[src/rtl/seq_gen.sv]
// Registered W-bit sequence source (up / down / Fibonacci / shift-add) with load,
// wrap-or-saturate, sticky overflow, update-valid pulse and step counter.
module seq_gen #(
  parameter int W  = 64,
  parameter int SW = 16,
  parameter int CW = 32
) (
  input  logic          clk,
  input  logic          rst,
  input  logic          en,
  input  logic          ld,
  input  logic [W-1:0]  ld_val,
  input  logic [1:0]    mode,
  input  logic [SW-1:0] step,
  input  logic          sat,
  output logic [W-1:0]  y,
  output logic          valid,
  output logic          ovf,
  output logic [CW-1:0] cnt
);

  typedef enum logic [1:0] {
    M_UP    = 2'd0,
    M_DOWN  = 2'd1,
    M_FIB   = 2'd2,
    M_SHADD = 2'd3
  } mode_t;

  logic [W-1:0] prev;
  logic [W-1:0] step_w;
  logic [W:0]   r;
  logic [W+1:0] shsum;
  logic         of_c;
  logic [W-1:0] nxt;

  always_comb begin
    step_w = W'(step);
    // Two spare bits: one for the bit shifted out of y, one for the add carry.
    shsum  = {1'b0, y, 1'b0} + {2'b00, step_w};
    r      = '0;
    of_c   = 1'b0;
    case (mode_t'(mode))
      M_UP: begin
        r    = {1'b0, y} + {1'b0, step_w};
        of_c = r[W];
      end
      M_DOWN: begin
        r    = {1'b0, y} - {1'b0, step_w};
        of_c = r[W];
      end
      M_FIB: begin
        r    = {1'b0, y} + {1'b0, prev};
        of_c = r[W];
      end
      default: begin
        r    = {1'b0, shsum[W-1:0]};
        of_c = |shsum[W+1:W];
      end
    endcase
    nxt = r[W-1:0];
    if (of_c && sat) begin
      nxt = (mode_t'(mode) == M_DOWN) ? '0 : '1;
    end
  end

  always_ff @(posedge clk) begin
    if (rst) begin
      y     <= '0;
      prev  <= W'(1);
      valid <= 1'b0;
      ovf   <= 1'b0;
      cnt   <= '0;
    end else if (ld) begin
      y     <= ld_val;
      prev  <= '0;
      valid <= 1'b0;
      ovf   <= 1'b0;
      cnt   <= '0;
    end else if (en) begin
      y     <= nxt;
      prev  <= y;
      valid <= 1'b1;
      if (of_c) ovf <= 1'b1;
      cnt   <= cnt + CW'(1);
    end else begin
      valid <= 1'b0;
    end
  end

endmodule

[config.mk]
export PLATFORM = sky130hd
export DESIGN_NAME = seq_gen
export DESIGN_NICKNAME = d
export VERILOG_FILES = /design/src/rtl/seq_gen.sv
export SDC_FILE = /design/constraint.sdc
export NUM_CORES = 1
export LEC_CHECK = 0
export BUFFER_PORTS_ARGS = -buffer_cell sky130_fd_sc_hd__buf_2
export CAP_MARGIN = 20
export CORE_MARGIN = 2
export CORE_UTILIZATION = 45
export DETAILED_ROUTE_END_ITERATION = 10
export PLACE_DENSITY = 0.71
export SLEW_MARGIN = 5
export SYNTH_ARGS = -nofsm -noshare
export SYNTH_HDL_FRONTEND = slang
export SYNTH_SLANG_ARGS = --single-unit
[constraint.sdc]
create_clock -name clk -period 3.85 [get_ports clk]
set_input_delay 0.385 -clock clk [delete_from_list [all_inputs] [get_ports clk]]
set_output_delay 0.385 -clock clk [all_outputs]
set_load 0.03 [all_outputs]
Word-level counts from Yosys, hierarchy flattened
Index checks and enable logic that the tools add are counted.

Output and inout bits: 98. Bits in registers: 162. Input port bits: 87. Word-level logic and storage cells: 28.

$add $sub $neg: 5. Muxes and demuxes: 9. Reductions and logical operators: 6. Equal/unequal tests: 2.

Operator list (number): $mux W64 (4); $pmux W64 S3 (1); $add A65 B16 Y66 (1); $add A64 B16 Y65 (1); $add A64 B64 Y65 (1); $sub A64 B16 Y65 (1); $add A32 B1 Y32 const B (1); $reduce_or A2 Y1 (2); $mux W1 (3); $pmux W1 S3 (1); $eq A2 B1 Y1 const B (1); $eq A2 B2 Y1 const B (1); $logic_not A2 Y1 (1); $reduce_and A2 Y1 (1); $reduce_bool A2 Y1 (1); $logic_and A1 B1 Y1 (1).

Longest topological paths before layout
Depth after elaboration: 7. Depth in mapped cells: 15. Depth with buffers taken out: 14.

Worst setup path after synthesis
No wires, ideal clock.

Kind: flip-flop to flip-flop. From: reg y[1]. To: reg y[58]. Required time: 3723 ps. Setup slack: -87 ps. Data arrival time: 3810 ps. Cell stages (with the launch flop): 13. Buffers on the path: 0. Clock period less this slack: 3937 ps. Setup time: 127 ps. Cell sequence: dfxtp_1 -> inv_1 -> fa_1 -> nand2b_1 -> a21oi_1 -> o2111ai_1 -> a211o_1 -> a211o_1 -> a2111oi_4 -> o211ai_4 -> o21ai_4 -> nor2_2 -> or3_1.

Word-level cells in the longest chain between the ends: 7. Elaborated cells between the ends (all ways): 11. Those cells by class: 4 x add/sub; 5 x mux; 2 x reduce/logical.

Ends and longest elaborated chain: from (decl) (RTL line 16) `output logic [W-1:0] y,`; from (signal assigned) (RTL line 74) `y <= ld_val;`; from (signal assigned) (RTL line 80) `y <= nxt;`; $add A65 B16 Y66 (RTL line 39) `shsum = {1'b0, y, 1'b0} + {2'b00, step_w};`; $reduce_or A2 Y1 (RTL line 57) `of_c = |shsum[W+1:W];`; $pmux W1 S3 (RTL line 42) `case (mode_t'(mode))`; $logic_and A1 B1 Y1 (RTL line 61) `if (of_c && sat) begin`; $mux W64 (*) (RTL line 61); $mux W64 (*) (RTL line 79) `end else if (en) begin`; $mux W64 (*) (RTL line 73) `end else if (ld) begin`.

Mark *: on every way between the ends. The rest lies on a longest branch, timed or not. The select of a mux whose other input is x is not followed. A chain may end at the register's enable or synchronous reset.

Final worst setup path
From: reg prev[0]. To: reg y[35].

Word-level cells in the longest chain between the ends: 6. Elaborated cells between the ends (all ways): 7. Those cells by class: 1 x add/sub; 5 x mux; 1 x reduce/logical.

Ends and longest elaborated chain: from (decl) (RTL line 29) `logic [W-1:0] prev;`; from (signal assigned) (RTL line 81) `prev <= y;`; $add A64 B64 Y65 (*) (RTL line 52) `r = {1'b0, y} + {1'b0, prev};`; $pmux W1 S3 (RTL line 42); $logic_and A1 B1 Y1 (RTL line 61); $mux W64 (*) (RTL line 61); $mux W64 (*) (RTL line 79); $mux W64 (*) (RTL line 73).

Marks and branches as above.

==> run summary <==
* 20.89% — Syn-to-layout area delta
* 2349 — number of cells produced by synthesis
* 0.1897 — sequential fraction of the synthesis area
* 0.310 — sequential fraction of design power
* 0.51 ns — clock insertion delay at the later pin of the skew report
* 184 — number of I/O port buffers
* 79 — largest net degree at the start of global routing
* 7.277 um^2 — synthesized area per cell
* 0 — Final ANT Viol Nets
* flop — crit path launch type
* 0 — final max-slew violation count
* 18680 — via count of the first global-routing pass
* 0.9892 — post-route clock period utilization
* 2 — worst-case clock buffer depth
* 0.2058 — share of cells above drive strength 1
* 162 — clock sink count
* reg -> reg — WS Path Type
* 162 — register bit total from synthesis
* true — setup repair after global routing missed its margin
* 37580 um^2 — placeable core region
* 8.745 nW — Lkg Pwr
* 1.031 — final weighted congestion of routability-driven global placement
* 0.1423 ns — Fin Hold WS
* flop — nature of the critical path endpoint
* 0 — async set or reset register ratio after synthesis
* 3 — initial antenna violation count
* 198.9 um — Die Span X
* 3.808 ns — post-route minimum period
* 0.003469 W — internal power of the cells
* 0.0003557 V — maximum vdd drop
* 3253 um^2 — Sequential cell area
* 2819 — net total in the final layout
* 0.2626 GHz — maximum clock frequency
* met2 — most congested layer reported by global routing
* 114.2 mm — global-route wire length before repair
* 2552 — syn nets
* 286.4 nW/um^2 — Pwr per Cell Area
* 0 — grt ovf
* 19820 — total vias in the final route
* yes — CTS tree
* 24.54 um — post-DR wirelength/cell
* 39560 um^2 — area of the die
* 17 — Inserted Clock Buffers
* clkbuf_16 — root buffer cell
* 0.371 — combinational fraction of design power
* 0.6083 — met2 Use GR
* 0.5056 — met1 Use GR
* 3735 — fill cell total of the finished layout
* 13120 um^2 — area of the multi-input gates
* 4 — level count of the clock H-tree
* dfxtp_1 — most frequently used flop master after synthesis
* 71 — num rows
* 94 — number of distinct library cells after synthesis
* 1.046 ns — slew at the pin with the worst max-slew slack
* 6 — crit-path max FO
* 59.04 mm — post-detail-place hpwl
* 0.07426 — fraction of met3 tracks used by global routing
* 198.9 um — die span in y
* 0.4138 — net switching fraction of the power
* 0.002448 W — Net Sw Power
* finished, final reports clean — result of the run
* 0 — hold violation total from the final report
* 0.5499 — post-layout utilization of the core
* 0.4549 — initial core utilization
* 185 — I/O pin count
* 0 — final setup vio count
* 0 — number of enable flip-flop cells after synthesis
* 0.08 ns — clock transition at the registers of the reported paths
* 0.01439 ns — post-route clock skew
* 0.3000 — worst slew slack as a fraction of its limit
* 0 — Max Cap Violations
* 8 — number of detailed-routing iterations run before antenna repair
* 77.09 mm — Routed Wire Length
* in -> reg — type of the tightest min-delay check
* 0.3859 — total global routing track utilization
* 2347 — Iter 0 DRT Violations
* 17090 um^2 — cell area after synthesis
* 4.26 ns — Worst Path Required
* 6.310 — via/cell ratio
* 0 — post-route DRC violation count
* 0 — number of warning messages in the yosys log
* 4.22 ns — Worst EP arrival
* 0.318 — clock network power share
==> metrics by stage <==
step	setup slack, ns	power [W]	instances	instance area, um^2	TNS [ns]
2_1_floorplan	0.01760	0.003205	2349	17090	0
3_3_place_gp	-0.1934	0.003959	3097	19720	-2.556
3_5_place_dp	-0.3144	0.003977	3097	19720	-7.682
4_1_cts	0.008518	0.005860	3130	20380	0
5_1_grt	-0.04108	0.006141	3140	20660	-0.08589
6_report	0.04166	0.005918	3141	20660	0
==> power by group through the flow <==
stage / Combinational, W / Sequential (W) / Clock (W)
2_1_floorplan: 0.00124 / 0.00196 / 0
3_3_place_gp: 0.00209 / 0.00187 / 0
3_5_place_dp: 0.00211 / 0.00187 / 0
4_1_cts: 0.00212 / 0.00183 / 0.00191
5_1_grt: 0.00234 / 0.00184 / 0.00196
6_report: 0.00220 / 0.00184 / 0.00188
==> what timing repair did <==
item / CTS / global route
pin swaps: 5 / 17
endpoints found under the setup margin: 59 / 54
hold buffers: 0 / 0
buffers inserted: 1 / 9
gates resized for setup: 6 / 50
gates cloned: 0 / 1
==> area by class of cell <==
cell class                 instances  share of cell area
multi-input combinational       1954              0.6348
sequential                       162              0.1574
antenna                            1           0.0001211
clock inverter                    15            0.009628
inverter                          61             0.01108
tap                              511             0.03094
timing repair buffer             420              0.1354
clock buffer                      17             0.02059
==> critical path, cell delays in order (launching register included) <==
cell and delay [ns]:
dfxtp_2 0.34, ha_2 0.17, inv_1 0.05, fa_2 0.34
nand2b_4 0.17, a21oi_4 0.19, o2111ai_2 0.13, a211o_1 0.37
a211o_4 0.38, a2111oi_4 0.29, buf_4 0.19, o211a_4 0.24
buf_4 0.14, a21oi_1 0.08, buf_4 0.20, nor3_1 0.21
a21oi_1 0.06, o32ai_1 0.15
==> sequential cells by signal (all words and copies together), names as in the netlist <==
register and count:
valid 1, ovf 1, y 64, prev 64, cnt 32
==> cell families (layout without fill, tap and decap cells) <==
| family | Yosys count | in the layout | synth area share |
|---|---|---|---|
| and+or+nand+nor | 859 | 859 | 0.2473 |
| AOI/OAI and AO/OA | 691 | 691 | 0.2638 |
| buffers and inverters | 233 | 513 | 0.05519 |
| xor gates and xnor gates | 206 | 206 | 0.1056 |
| DFF | 162 | 162 | 0.1897 |
| adders and majority gates | 116 | 116 | 0.08667 |
| muxes | 82 | 82 | 0.05168 |
| other | 0 | 1 | 0 |
==> path summary, 6_finish.rpt <==
check                        start               endpoint  slack [ns]  cells after the start
max           prev[0]$_SDFFE_PP1P_     y[35]$_SDFFE_PP0P_        0.04                     17
min                      ld_val[9]      y[9]$_SDFFE_PP0P_        0.14                      3
max reg2reg   prev[0]$_SDFFE_PP1P_     y[35]$_SDFFE_PP0P_        0.04                     17
min reg2reg  prev[51]$_SDFFE_PP0P_  prev[51]$_SDFFE_PP0P_        0.51                      2
==> layer usage <==
layer,share of wire,vias up
met5,0.00027,-
met4,0.050,4
met3,0.094,237
met2,0.44,1043
met1,0.42,9465
li1,-,9070
==> cells in the mapped netlist, types with 60 or more instances <==
| library cell | count | area (um^2) |
|---|---|---|
| nand2_1 | 178 | 668.1 |
| nor2_1 | 292 | 1096 |
| xor2_1 | 78 | 683.2 |
| o21ai_0 | 139 | 695.7 |
| nor3_1 | 63 | 315.3 |
| clkbuf_1 | 127 | 476.7 |
| a21oi_1 | 219 | 1096 |
| ha_1 | 112 | 1401 |
| xnor2_1 | 128 | 1121 |
| mux2i_1 | 77 | 770.7 |
| dfxtp_1 | 162 | 3243 |
| inv_1 | 60 | 225.2 |
==> cells in the final DEF, fill, tap and decap left out, types with 15 or more instances in the layout <==
| master | count |
|---|---|
| clkbuf_16 | 18 |
| nand4_1 | 50 |
| a211oi_1 | 20 |
| nand3_1 | 52 |
| buf_4 | 229 |
| inv_1 | 60 |
| nor2b_1 | 16 |
| o211ai_1 | 47 |
| dfxtp_1 | 154 |
| a31oi_1 | 16 |
| a21o_1 | 44 |
| xnor2_1 | 128 |
| o21ai_0 | 133 |
| a21oi_1 | 216 |
| nor3b_1 | 35 |
| mux2i_1 | 77 |
| nand2_1 | 178 |
| nor2_1 | 291 |
| and2_1 | 15 |
| a211o_1 | 15 |
| xor2_1 | 78 |
| ha_1 | 107 |
| nand2b_1 | 18 |
| buf_2 | 182 |
| or3_1 | 26 |
| and3_1 | 37 |
| o22ai_1 | 28 |
| nor3_1 | 61 |
| o21a_1 | 17 |
| nor4_1 | 15 |
Power figures use the tool's default switching activity.
